## src/rtl/fpaddsub_round_module.sv

```systemverilog
// Purpose: round-to-nearest-even and IEEE754 pack stage after the FP add/sub normalizer.
// Latency: 2 cycles (round register, pack register), 1 beat/cycle throughput.
// Backpressure: valid/ready; IN_READY = ~v1 | ~v2 | OUT_READY, stalled payload held stable.
module fpaddsub_round_module #(
  parameter int EXP_W  = 8,
  parameter int FRAC_W = 23
) (
  input  logic                    CLK,
  input  logic                    RST_N,
  input  logic                    IN_VALID,
  output logic                    IN_READY,
  input  logic                    IN_S,
  input  logic [EXP_W-1:0]        IN_E,
  input  logic [FRAC_W-1:0]       IN_F,
  input  logic [2:0]              IN_GRS,
  input  logic [1:0]              IN_SPEC,
  output logic                    OUT_VALID,
  input  logic                    OUT_READY,
  output logic [EXP_W+FRAC_W:0]   OUT_Z,
  output logic                    OUT_OVF,
  output logic                    OUT_INX
);

  localparam int SUM_W = EXP_W + FRAC_W;

  localparam logic [1:0] SPEC_NORM = 2'b00;
  localparam logic [1:0] SPEC_ZERO = 2'b01;
  localparam logic [1:0] SPEC_INF  = 2'b10;

  localparam logic [EXP_W-1:0]       EXP_MAX   = {EXP_W{1'b1}};
  localparam logic [EXP_W+FRAC_W:0]  QNAN_WORD = {1'b0, EXP_MAX, 1'b1, {(FRAC_W-1){1'b0}}};

  // stage 1 state
  logic              v1;
  logic              s1;
  logic [SUM_W-1:0]  sum1;
  logic [1:0]        spec1;
  logic              inx1;
  logic              emax1;

  // stage 2 valid (payload lives directly in the output registers)
  logic              v2;

  logic              load1;
  logic              load2;
  logic              rnd_up;
  logic [SUM_W-1:0]  sum_nxt;

  logic [EXP_W+FRAC_W:0] pack_z;
  logic                  pack_ovf;
  logic                  pack_inx;
  logic                  sum_ovf;

  // Stage 2 advances whenever it is empty or its result is being taken;
  // stage 1 advances whenever it is empty or drains into stage 2.
  assign load2     = ~v2 | OUT_READY;
  assign load1     = ~v1 | load2;
  assign IN_READY  = load1;
  assign OUT_VALID = v2;

  // Round-half-even increment; a fraction carry ripples into the exponent field.
  always_comb begin
    rnd_up  = IN_GRS[2] & (IN_GRS[1] | IN_GRS[0] | IN_F[0]);
    sum_nxt = {IN_E, IN_F} + SUM_W'(rnd_up);
  end

  // Stage 1 register: rounded magnitude, sign, class, inexact and saturated-exponent marker.
  always_ff @(posedge CLK or negedge RST_N) begin
    if (!RST_N) begin
      v1    <= 1'b0;
      s1    <= 1'b0;
      sum1  <= '0;
      spec1 <= SPEC_NORM;
      inx1  <= 1'b0;
      emax1 <= 1'b0;
    end else if (load1) begin
      v1 <= IN_VALID;
      if (IN_VALID) begin
        s1    <= IN_S;
        sum1  <= sum_nxt;
        spec1 <= IN_SPEC;
        inx1  <= |IN_GRS;
        // An all-ones entry exponent can wrap past the sum width, so remember it explicitly.
        emax1 <= &IN_E;
      end
    end
  end

  // Pack by operand class; normals that reach the max exponent saturate to infinity.
  always_comb begin
    sum_ovf  = emax1 | (sum1[SUM_W-1:FRAC_W] == EXP_MAX);
    pack_z   = {s1, sum1};
    pack_ovf = 1'b0;
    pack_inx = 1'b0;
    case (spec1)
      SPEC_NORM: begin
        if (sum_ovf) begin
          pack_z   = {s1, EXP_MAX, {FRAC_W{1'b0}}};
          pack_ovf = 1'b1;
          pack_inx = 1'b1;
        end else begin
          pack_z   = {s1, sum1};
          pack_inx = inx1;
        end
      end
      SPEC_ZERO: pack_z = {s1, {SUM_W{1'b0}}};
      SPEC_INF:  pack_z = {s1, EXP_MAX, {FRAC_W{1'b0}}};
      default:   pack_z = QNAN_WORD;
    endcase
  end

  // Stage 2 register: holds the packed result until the consumer takes it.
  always_ff @(posedge CLK or negedge RST_N) begin
    if (!RST_N) begin
      v2      <= 1'b0;
      OUT_Z   <= '0;
      OUT_OVF <= 1'b0;
      OUT_INX <= 1'b0;
    end else if (load2) begin
      v2 <= v1;
      if (v1) begin
        OUT_Z   <= pack_z;
        OUT_OVF <= pack_ovf;
        OUT_INX <= pack_inx;
      end
    end
  end

endmodule

```

## config.mk

```make
export PLATFORM = sky130hd
export DESIGN_NAME = fpaddsub_round_module
export DESIGN_NICKNAME = d
export VERILOG_FILES = /design/src/rtl/fpaddsub_round_module.sv
export SDC_FILE = /design/constraint.sdc
export NUM_CORES = 1
export LEC_CHECK = 0
export CAP_MARGIN = 40
export CORE_MARGIN = 2
export CORE_UTILIZATION = 55
export DETAILED_ROUTE_END_ITERATION = 8
export DONT_BUFFER_PORTS = 1
export GPL_TIMING_DRIVEN = 0
export PLACE_DENSITY = 0.7
export SYNTH_ARGS = -nofsm -noshare
export SYNTH_HDL_FRONTEND = slang
export SYNTH_SLANG_ARGS = --single-unit
```

## constraint.sdc

```tcl
create_clock -name CLK -period 1.95 [get_ports CLK]
set_clock_uncertainty 0.1 [all_clocks]
set_input_delay 0.195 -clock CLK [delete_from_list [all_inputs] [get_ports CLK]]
set_output_delay 0.195 -clock CLK [all_outputs]
set_load 0.005 [all_outputs]
```

==> flow_metrics.py <==
metrics = {
    "run_status": {
        "outcome": "finished, violations left",
        "violations": "hold timing",
    },
    "critical_path": {
        "crit_path_start_kind": "input port",
        "crit_type": "in -> reg",
        "path_buf_inv": 1,
        "cp.arrival_ns": 2.01,
        "crit_path_end_kind": "flip-flop",
        "crit_chain": "and2_1, ha_1, nand3_1, or3_4, clkbuf_1, or3_1, a31oi_1",
        "path_max_fanout": 10,
        "slowest_delay_ns": 0.44,
        "crit_path_top_delay_cell": "or3_4",
        "critPathRequiredTime_ns": 2.12,
        "path_delay_family": "simple AND/OR/NAND/NOR gates",
    },
    "drt": {
        "finalWirelength_um": 8570,
        "dr.pass1.iters": 4,
        "detail_route.vias_per_cell": 6.00,
        "ant_nets": 0,
        "first_iter_violations": 161,
        "dr_total_vias": 2833,
        "drcViolationCount": 0,
        "avgRoutedWirePerCell_um": 18.1,
    },
    "sta": {
        "slew-limit-headroom_pct": 65.3,
        "tightestPinTransition_ns": 0.520,
        "period_share_pct": 94.2,
        "period_minus_slack_ns": 1.84,
        "hold_viol": 72,
        "slew_viol_final": 0,
        "finalHoldWorstSlack_ns": -0.571,
        "max_freq_mhz": 544,
        "setup_viol": 0,
        "rsz0062_at_grt": "yes",
    },
    "cells_and_area": {
        "syn_to_final_growth_pct": 23.3,
        "fillers": 456,
        "drive_gt1_share_pct": 7.56,
        "num-nets-final": 438,
        "antennaDiodeCount": 0,
        "utilization_pct": 70.1,
    },
    "clocking": {
        "cts_buffers": 9,
        "clockRootBuffer": "clkbuf_8",
        "clock_latency_ns": 0.35,
        "hold_buffers": 38,
        "htreeDepth": 3,
        "clockBufferDepth": 2,
        "clock_sinks": 72,
        "cts_setup_buffers": 0,
        "tritoncts": "built",
        "clkSlewWorstSetupHoldPaths_ns": 0.08,
    },
    "yosys": {
        "synth_edf_count": 0,
        "synth_cells": 342,
        "yosysWarnings": 0,
        "synth.area.top_cells": "dfrtp_1 54%, a22o_1 6.0%, o21ai_0 4.9%, nand2_1 4.1%, a31oi_1 3.3%",
        "synth_async_sr_flop_share_pct": 100,
        "syn_nets": 388,
        "synth-main-ff-cell": "dfrtp_1",
        "synth.distinct_cells": 36,
        "yosysSeqAreaShare_pct": 53.6,
        "synth_top_cell_area_share_pct": 53.6,
        "synth_area_per_cell_um2": 9.84,
        "synth_largest_area_cell": "dfrtp_1",
        "synthesis.area_um2": 3360,
        "synthTopCellsByCount": "72 x dfrtp_1, 37 x nand2_1, 33 x o21ai_0",
        "ys_ff_latch": 72,
        "synth.most_common_cell": "dfrtp_1",
    },
    "die": {
        "io-pin-count": 77,
        "dieArea_um2": 6760,
        "core_um2": 5920,
        "die-width_um": 82.2,
        "die_y_um": 82.2,
        "initial_core_util_pct": 56.8,
        "rows": 28,
    },
    "grt": {
        "grt_max_degree": 73,
        "globalRouteMet1Util_pct": 36.3,
        "grtUsageMet2_pct": 42.2,
        "grt_pass1_wl_um": 13500,
        "grt_pass1_vias": 2728,
        "grt-busiest-layer": "met2",
        "met3_usage_pct": 5.87,
        "overflow": 0,
        "grt_antenna_before_repair": 0,
        "grt_usage_pct": 27.0,
    },
    "placed_design": {
        "gp_congestion": 0.824,
        "dpl.hpwl_um": 5550,
        "io_buffers": 0,
    },
    "flow_run": {
        "maxCapViolCount": 0,
    },
    "power": {
        "pwr_density_cell_nw_per_um2": 968,
        "p_leak_uw": 0.00171,
        "peakVddDrop_v": 0.000561,
        "fin_total_pwr_uw": 4020,
    },
    "min_path": {
        "hold_class": "in -> async",
    },
}
## power by group
part	internal (uW)	total [uW]	switching (uW)
Combinational	253	516	264
Clock	1020	1590	572
Sequential	1730	1910	181
## layout by cell type (no fill, tap or decap), types with 2 or more instances in the layout
cell type | synthesis | layout
nor2_1 | 29 | 29
nand4_2 | 2 | 2
o21ai_0 | 33 | 33
dlygate4sd3_1 | 0 | 38
inv_1 | 10 | 10
dfrtp_1 | 72 | 72
o31ai_1 | 10 | 10
nor3_1 | 4 | 4
and3_1 | 2 | 2
nand4_1 | 7 | 7
bufinv_16 | 0 | 4
or4_1 | 11 | 11
a22o_1 | 23 | 23
clkbuf_8 | 0 | 10
nand2b_1 | 4 | 4
nor4_1 | 2 | 2
and2_1 | 3 | 3
ha_1 | 5 | 5
clkbuf_2 | 0 | 5
xor2_1 | 2 | 2
xnor2_1 | 10 | 10
nand3_1 | 10 | 10
clkbuf_1 | 17 | 12
or3_1 | 8 | 7
a31oi_1 | 18 | 18
and4_1 | 3 | 3
buf_2 | 1 | 2
a21oi_1 | 8 | 8
nand2_1 | 37 | 37
## stage by stage
step / area, um2 / TNS, ns / hold slack (ns) / instances / setup slack (ns)
2_1_floorplan: 3360 / 0 / -0.201 / 342 / 0.0631
3_3_place_gp: 3460 / -6.32 / -0.199 / 417 / -0.254
3_5_place_dp: 3460 / -7.72 / -0.199 / 418 / -0.362
4_1_cts: 4120 / 0 / -0.581 / 472 / 0.0163
5_1_grt: 4150 / 0 / -0.587 / 472 / 0.00120
6_report: 4150 / 0 / -0.571 / 472 / 0.113
## cell type report
| class | count | area [um2] | share of cell area, % |
|---|---|---|---|
| Multi-Input combinational cell | 241 | 1480 | 35.6 |
| Tap cell | 75 | 93.8 | 2.26 |
| Timing Repair Buffer | 39 | 385 | 9.29 |
| Sequential cell | 72 | 1800 | 43.4 |
| Buffer | 19 | 86.3 | 2.08 |
| Clock buffer | 11 | 141 | 3.41 |
| Clock inverter | 5 | 128 | 3.08 |
| Inverter | 10 | 37.5 | 0.905 |
## registers in the layout (all words and copies together) (netlist names)
name       flops
sum1          31
OUT_Z         32
OUT_INX        1
OUT_VALID      1
OUT_OVF        1
spec1          2
s1             1
inx1           1
emax1          1
v1             1
## path summary, 6_finish.rpt
kind                                      from                     to  slack, ns  cells after the start
hold / removal                           RST_N   OUT_Z[7]$_DFFE_PN0P_      -0.57                      0
max in group asynchronous                RST_N   sum1[20]$_DFFE_PN0P_       2.20                      0
hold reg to reg            sum1[3]$_DFFE_PN0P_    sum1[3]$_DFFE_PN0P_       0.39                      2
min in group CLK                      IN_F[12]   sum1[13]$_DFFE_PN0P_       0.01                      3
setup / recovery                       IN_F[0]   sum1[16]$_DFFE_PN0P_       0.11                      7
setup reg to reg             emax1$_DFFE_PN0P_  OUT_Z[11]$_DFFE_PN0P_       0.13                      5
## per-layer routing
metal,routed length (um),vias to the layer above
met5,0,-
met4,180,0
met3,530,16
met2,4000,100
met1,3850,1364
li1,-,1353
## kinds of logic after synthesis
kind of cell / count (synthesis) / synth area share, %
AOI/OAI and AO/OA: 98 / 19.1
xor gates and xnor gates: 12 / 3.12
adders and majority gates: 5 / 1.86
buffers and inverters: 29 / 3.27
DFF: 72 / 53.6
and+or+nand+nor: 126 / 19.1
## repair_timing
item | CTS | global route
setup endpoints to repair | 20 | 37
hold endpoints to repair | 108 | 72
resized for setup | 3 | 17
Note: power is estimated with default switching activity, not from simulation.
